**src/rtl/spi_slave.sv**
```systemverilog
// -----------------------------------------------------------------------------
// spi_slave -- SPI mode 0 responder (CPOL=0, CPHA=0, MSB first).
//
// SCLK, CS and MOSI are oversampled in the i_clock domain. A 16-bit reply
// ({Tx_Upper_Byte, Tx_Lower_Byte}, latched when the frame starts) is shifted
// out on MISO. After the reply, FILL_BYTE repeats. Every 8 received MOSI bits
// are published on Rx_Recv_Byte together with a one-cycle byte_recv pulse.
//
// Parameters:
//   SYNC_STAGES   synchronizer depth on SCLK/CS/MOSI (2..3)
//   FILL_BYTE     byte sent on MISO once both reply bytes are exhausted
//
// Ports:
//   i_clock       system clock, rising edge
//   i_reset       synchronous active-high reset
//   enable        frames are accepted only while high (sampled in IDLE)
//   SCLK/CS/MOSI  asynchronous SPI inputs from the master (CS active low)
//   MISO          serial reply to the master
//   MISO_oe       output enable for MISO (only with SPI_SLAVE_TRISTATE_EN)
//   Tx_Upper_Byte first reply byte
//   Tx_Lower_Byte second reply byte
//   busy          high while an accepted frame is in progress
//   byte_recv     one-cycle pulse when Rx_Recv_Byte updates
//   Rx_Recv_Byte  last complete received byte
//   frame_done    one-cycle pulse when an accepted frame ends (CS rises)
//
// Optional feature macro: SPI_SLAVE_TRISTATE_EN
//   When defined, MISO_oe is added and MISO is driven high-Z outside frames.
// -----------------------------------------------------------------------------
module spi_slave #(
   parameter int unsigned SYNC_STAGES = 2,
   parameter logic [7:0]  FILL_BYTE   = 8'h00
) (
   input  logic       i_clock,
   input  logic       i_reset,
   input  logic       enable,
   input  logic       SCLK,
   input  logic       CS,
   input  logic       MOSI,
   output logic       MISO,
`ifdef SPI_SLAVE_TRISTATE_EN
   output logic       MISO_oe,
`endif
   input  logic [7:0] Tx_Upper_Byte,
   input  logic [7:0] Tx_Lower_Byte,
   output logic       busy,
   output logic       byte_recv,
   output logic [7:0] Rx_Recv_Byte,
   output logic       frame_done
);

   typedef enum logic {IDLE, ACTIVE} state_t;

   localparam int unsigned LAST = SYNC_STAGES - 1;

   // Synchronizer chains, stage 0 samples the pin.
   logic [SYNC_STAGES-1:0] sclk_sync_q, sclk_sync_d;
   logic [SYNC_STAGES-1:0] cs_sync_q,   cs_sync_d;
   logic [SYNC_STAGES-1:0] mosi_sync_q, mosi_sync_d;
   // Tracks which cs_sync stages hold a real pin sample rather than the reset
   // value; without it the reset value (1) would arm the block even if CS was
   // already low when reset released.
   logic [SYNC_STAGES-1:0] cs_valid_q,  cs_valid_d;

   logic        sclk_hist_q, sclk_hist_d;
   logic        cs_hist_q,   cs_hist_d;
   logic        armed_q,     armed_d;
   state_t      state_q,     state_d;
   logic [15:0] tx_shift_q,  tx_shift_d;
   logic [2:0]  tx_cnt_q,    tx_cnt_d;
   logic [7:0]  rx_shift_q,  rx_shift_d;
   logic [2:0]  bit_cnt_q,   bit_cnt_d;
   logic        miso_q,      miso_d;
   logic [7:0]  rx_byte_q,   rx_byte_d;
   logic        byte_recv_q, byte_recv_d;
   logic        frame_done_q, frame_done_d;

   logic sclk_s, cs_s, mosi_s;
   logic sclk_rise, sclk_fall, cs_fall, cs_rise;

   // Synchronizer next-state: each stage takes the previous one.
   generate
      for (genvar gi = 0; gi < SYNC_STAGES; gi++) begin : g_sync
         if (gi == 0) begin : g_first
            assign sclk_sync_d[gi] = SCLK;
            assign cs_sync_d[gi]   = CS;
            assign mosi_sync_d[gi] = MOSI;
            assign cs_valid_d[gi]  = 1'b1;
         end else begin : g_rest
            assign sclk_sync_d[gi] = sclk_sync_q[gi-1];
            assign cs_sync_d[gi]   = cs_sync_q[gi-1];
            assign mosi_sync_d[gi] = mosi_sync_q[gi-1];
            assign cs_valid_d[gi]  = cs_valid_q[gi-1];
         end
      end
   endgenerate

   assign sclk_s      = sclk_sync_q[LAST];
   assign cs_s        = cs_sync_q[LAST];
   assign mosi_s      = mosi_sync_q[LAST];
   assign sclk_hist_d = sclk_s;
   assign cs_hist_d   = cs_s;

   assign sclk_rise =  sclk_s & ~sclk_hist_q;
   assign sclk_fall = ~sclk_s &  sclk_hist_q;
   assign cs_fall   = ~cs_s   &  cs_hist_q;
   assign cs_rise   =  cs_s   & ~cs_hist_q;

   always_comb begin
      state_d      = state_q;
      tx_shift_d   = tx_shift_q;
      tx_cnt_d     = tx_cnt_q;
      rx_shift_d   = rx_shift_q;
      bit_cnt_d    = bit_cnt_q;
      miso_d       = miso_q;
      rx_byte_d    = rx_byte_q;
      byte_recv_d  = 1'b0;
      frame_done_d = 1'b0;
      armed_d      = armed_q | (cs_valid_q[LAST] & cs_s);

      case (state_q)
         IDLE: begin
            miso_d = 1'b0;
            if (cs_fall && armed_q && enable) begin
               state_d    = ACTIVE;
               tx_shift_d = {Tx_Upper_Byte, Tx_Lower_Byte};
               miso_d     = Tx_Upper_Byte[7];
               bit_cnt_d  = 3'd0;
               tx_cnt_d   = 3'd0;
            end
         end
         ACTIVE: begin
            // cs_rise wins over any SCLK edge seen in the same cycle.
            if (cs_rise) begin
               state_d      = IDLE;
               miso_d       = 1'b0;
               frame_done_d = 1'b1;
            end else if (sclk_rise) begin
               rx_shift_d = {rx_shift_q[6:0], mosi_s};
               bit_cnt_d  = bit_cnt_q + 3'd1;
               if (bit_cnt_q == 3'd7) begin
                  rx_byte_d   = {rx_shift_q[6:0], mosi_s};
                  byte_recv_d = 1'b1;
               end
            end else if (sclk_fall) begin
               // FILL_BYTE is fed in MSB first behind the reply, so after 16
               // shifts both halves hold FILL_BYTE and it repeats from then on.
               tx_shift_d = {tx_shift_q[14:0], FILL_BYTE[3'd7 - tx_cnt_q]};
               tx_cnt_d   = tx_cnt_q + 3'd1;
               miso_d     = tx_shift_q[14];
            end
         end
         default: state_d = IDLE;
      endcase
   end

   always_ff @(posedge i_clock) begin
      if (i_reset) begin
         sclk_sync_q  <= '0;
         cs_sync_q    <= '1;
         mosi_sync_q  <= '1;
         cs_valid_q   <= '0;
         sclk_hist_q  <= 1'b0;
         cs_hist_q    <= 1'b1;
         armed_q      <= 1'b0;
         state_q      <= IDLE;
         tx_shift_q   <= '0;
         tx_cnt_q     <= '0;
         rx_shift_q   <= '0;
         bit_cnt_q    <= '0;
         miso_q       <= 1'b0;
         rx_byte_q    <= 8'h00;
         byte_recv_q  <= 1'b0;
         frame_done_q <= 1'b0;
      end else begin
         sclk_sync_q  <= sclk_sync_d;
         cs_sync_q    <= cs_sync_d;
         mosi_sync_q  <= mosi_sync_d;
         cs_valid_q   <= cs_valid_d;
         sclk_hist_q  <= sclk_hist_d;
         cs_hist_q    <= cs_hist_d;
         armed_q      <= armed_d;
         state_q      <= state_d;
         tx_shift_q   <= tx_shift_d;
         tx_cnt_q     <= tx_cnt_d;
         rx_shift_q   <= rx_shift_d;
         bit_cnt_q    <= bit_cnt_d;
         miso_q       <= miso_d;
         rx_byte_q    <= rx_byte_d;
         byte_recv_q  <= byte_recv_d;
         frame_done_q <= frame_done_d;
      end
   end

   assign busy         = (state_q == ACTIVE);
   assign byte_recv    = byte_recv_q;
   assign Rx_Recv_Byte = rx_byte_q;
   assign frame_done   = frame_done_q;

`ifdef SPI_SLAVE_TRISTATE_EN
   assign MISO_oe = (state_q == ACTIVE);
   assign MISO    = MISO_oe ? miso_q : 1'bz;
`else
   assign MISO = miso_q;
`endif

endmodule

```
**config.mk**
```make
export PLATFORM = sky130hd
export DESIGN_NAME = spi_slave
export DESIGN_NICKNAME = d
export VERILOG_FILES = /design/src/rtl/spi_slave.sv
export SDC_FILE = /design/constraint.sdc
export NUM_CORES = 1
export LEC_CHECK = 0
export CAP_MARGIN = 20
export CORE_UTILIZATION = 51
export CTS_CLUSTER_SIZE = 40
export DETAILED_ROUTE_END_ITERATION = 8
export MAX_ROUTING_LAYER = met4
export PLACE_DENSITY_LB_ADDON = 0.12
export RECOVER_POWER = 100
export SYNTH_ARGS = -nofsm -noshare
export SYNTH_HDL_FRONTEND = slang
export SYNTH_SLANG_ARGS = --single-unit
```
**constraint.sdc**
```tcl
create_clock -name i_clock -period 2.15 [get_ports i_clock]
set_clock_uncertainty 0.15 [all_clocks]
set_input_delay 0.215 -clock i_clock [delete_from_list [all_inputs] [get_ports i_clock]]
set_output_delay 0.215 -clock i_clock [all_outputs]
set_load 0.03 [all_outputs]
```
==> impl_metrics.py <==
metrics = {
    "timing": {
        "finalCritPeriodShare_pct": 90.8,
        "setup_viol": 0,
        "setup-tns-final_ps": 0,
        "fmax_ghz": 0.512,
        "slew_headroom_pct": -2.63,
        "hold_viol_final": 0,
        "maxSlewViolCount": 37,
        "finalWorstPathRequiredPeriod_ps": 1950,
        "worstMarginPinSlew_ps": 1540,
        "rsz0062_at_grt": "no",
    },
    "synthesis": {
        "synth_seq_cells": 48,
        "syn_nets": 221,
        "syn_inst": 197,
        "yosysWarningCount": 0,
        "syn_avg_cell_area_um2": 9.94,
        "synth_area_um2": 1960,
        "yosysUniqueCellTypes": 30,
        "ys_seq_area_share_pct": 49.1,
    },
    "worst_setup_path": {
        "endpoint_kind": "flip-flop",
        "startpoint_type": "flip-flop",
        "worstSetupPathType": "reg2reg",
        "r2r-end": "Rx_Recv_Byte[2]",
        "cp_max_fo": 9,
        "arrival_ps": 1920,
        "r2r_slack_ps": 200,
        "reg2reg_from": "bit_cnt_q[0]",
        "worst_r2r_path_depth": 5,
        "required_ps": 2120,
    },
    "clock_tree": {
        "clock-sinks": 48,
        "cts-htree-levels": 2,
        "cts_tree": "yes",
        "cts_setup_buffers": 0,
        "cts_hold_buf": 0,
        "clk_pin_slew_ps": 80,
        "max-clock-path-buffers": 2,
        "cts_buffers": 5,
        "post_cts_resized": 0,
        "root_buffer": "clkbuf_8",
        "clock_latency_ps": 300,
    },
    "power": {
        "p_leak_nw": 0.805,
        "powerDensity_nw_per_um2": 702,
        "peakVddDrop_mv": 0.375,
    },
    "finish": {
        "fin_nets": 250,
        "stdcell_count": 275,
        "drive_above_1_share_pct": 12.3,
        "layout_common_cells": "48 x dfxtp_1, 31 x a21oi_1, 25 x nand2_1, 20 x clkdlybuf4s50_1, 14 x mux2i_1",
        "nFillCells": 316,
        "syn_to_final_growth_pct": 18.7,
        "final_common_cell": "dfxtp_1",
        "antenna_cells": 0,
    },
    "run_status": {
        "violations": "max-capacitance violations, max-slew violations",
        "status": "finished, violations left",
    },
    "routing": {
        "avgViaCountPerCell": 5.37,
        "top_layer": "met4",
        "wire_per_inst_um": 13.3,
        "routed-wl-met3_um": 171,
        "drt_pass1_iterations": 4,
        "wl_met1_mm": 1.70,
        "route.met2.wl_mm": 1.76,
        "drt-total-wl_mm": 3.67,
        "vias": 1477,
        "ant_nets": 0,
        "drc": 0,
        "drt_iter0_drc": 69,
    },
    "min_path": {
        "hold_path.class": "reg2reg",
        "min_to": "mosi_sync_q[1]",
        "hold_start": "mosi_sync_q[0]",
        "hold_path_depth": 1,
    },
    "global_routing": {
        "antenna_found_initial": 0,
        "grt_start_max_net_pins": 37,
        "grt_first_pass_wirelength_mm": 6.39,
        "first_global_vias": 1491,
        "track_usage_pct": 20.7,
        "gr-total-overflow": 0,
    },
    "place": {
        "dp.cells": 267,
        "place_congestion": 0.784,
        "port_buffers": 33,
        "dp_hpwl_mm": 2.47,
    },
    "floorplanning": {
        "fp.coreArea_um2": 3660,
        "start_util_pct": 53.5,
        "row_count": 22,
        "io_pins": 34,
        "die_x_um": 64.0,
        "die_area_um2": 4090,
        "dieHeight_um": 64.0,
    },
    "flow_run": {
        "cap_viol_max_count": 1,
    },
}
## synthesized netlist by cell type
| cell | count | area [um^2] |
|---|---|---|
| o31ai_1 | 1 | 7.51 |
| or2_2 | 5 | 31.3 |
| buf_1 | 1 | 3.75 |
| a21boi_2 | 1 | 11.3 |
| buf_2 | 5 | 25.0 |
| nand2_1 | 25 | 93.8 |
| buf_6 | 3 | 33.8 |
| a21oi_1 | 30 | 150 |
| nand3_1 | 10 | 50.1 |
| ha_1 | 2 | 25.0 |
| buf_4 | 2 | 15.0 |
| nand2b_2 | 1 | 8.76 |
| a21oi_2 | 4 | 35.0 |
| mux2i_1 | 14 | 140 |
| nor2_1 | 4 | 15.0 |
| and3_1 | 1 | 6.26 |
| nand4b_4 | 1 | 23.8 |
| clkbuf_1 | 4 | 15.0 |
| o211ai_1 | 1 | 7.51 |
| nand4_1 | 2 | 12.5 |
| a211oi_2 | 10 | 125 |
| nand3_2 | 3 | 30.0 |
| a211oi_1 | 5 | 37.5 |
| nand2b_1 | 2 | 12.5 |
| nor2b_1 | 6 | 37.5 |
| a21bo_2 | 1 | 10.0 |
| dfxtp_1 | 48 | 961 |
| nor3_1 | 2 | 10.0 |
| o21ai_4 | 1 | 16.3 |
| inv_1 | 2 | 7.51 |
## per-layer routing
layer | global-route usage, % | vias up
met4 | 5.68 | 0
met3 | 6.79 | 4
met5 | - | -
met1 | 22.8 | 690
met2 | 35.6 | 37
li1 | - | 746
## state kept, by name, indices dropped and copies added, names as in the netlist
name and cells:
mosi_sync_q 2, frame_done 1, cs_sync_q 2, tx_shift_q 15
cs_hist_q 1, bit_cnt_q 3, MISO 1, rx_shift_q 7
busy 1, byte_recv 1, armed_q 1, sclk_sync_q 2
Rx_Recv_Byte 8, cs_valid_q 2, sclk_hist_q 1
## worst max-delay path by stage
stage / startpoint / end / cells after the start
finish: bit_cnt_q[0] / Rx_Recv_Byte[2] / 5
global route: bit_cnt_q[0] / Rx_Recv_Byte[2] / 5
global placement: enable / tx_shift_q[1] / 6
CTS: bit_cnt_q[0] / Rx_Recv_Byte[2] / 5
floorplan: busy / Rx_Recv_Byte[5] / 5
detailed placement: bit_cnt_q[0] / Rx_Recv_Byte[2] / 5
## power breakdown
group          switching [mW]  total (mW)  internal, mW
sequential            0.00853       0.913         0.904
combinational          0.0416      0.0956        0.0540
clock                   0.278       0.623         0.345
## critical path, stage by stage (launching register included)
cell and delay, ps:
dfxtp_1 360, ha_1 160, ha_1 380, nand4_1 430, nand2_1 200, a21oi_1 80
## cell type report
| type | count | area (um^2) | share of cell area [%] |
|---|---|---|---|
| clock buffers | 6 | 72.6 | 3.12 |
| multi-input cells | 132 | 843 | 36.3 |
| clock inverters | 2 | 35.0 | 1.51 |
| repair buffers | 37 | 345 | 14.9 |
| well taps | 48 | 60.1 | 2.58 |
| flip-flops and latches | 48 | 961 | 41.3 |
| inverters | 2 | 7.51 | 0.323 |
## kinds of logic after synthesis
group / synth area share, %
AOI/OAI and AO/OA: 20.4
adders and majority gates: 1.28
buffers and inverters: 5.11
DFF: 49.1
muxes: 7.16
and+or+nand+nor: 16.9
## metrics by stage
step	setup WS, ps	instance area [um^2]	util (%)	hold WS (ps)	power [mW]
finish	197	2320	63.5	261	1.63
global route	58.7	2320	63.5	268	1.71
CTS	207	2390	65.2	255	1.66
detailed placement	234	2280	62.2	250	1.04
global placement	367	2280	62.2	249	1.03
floorplan	516	1960	-	169	0.987
Power figures use the tool's default switching activity.
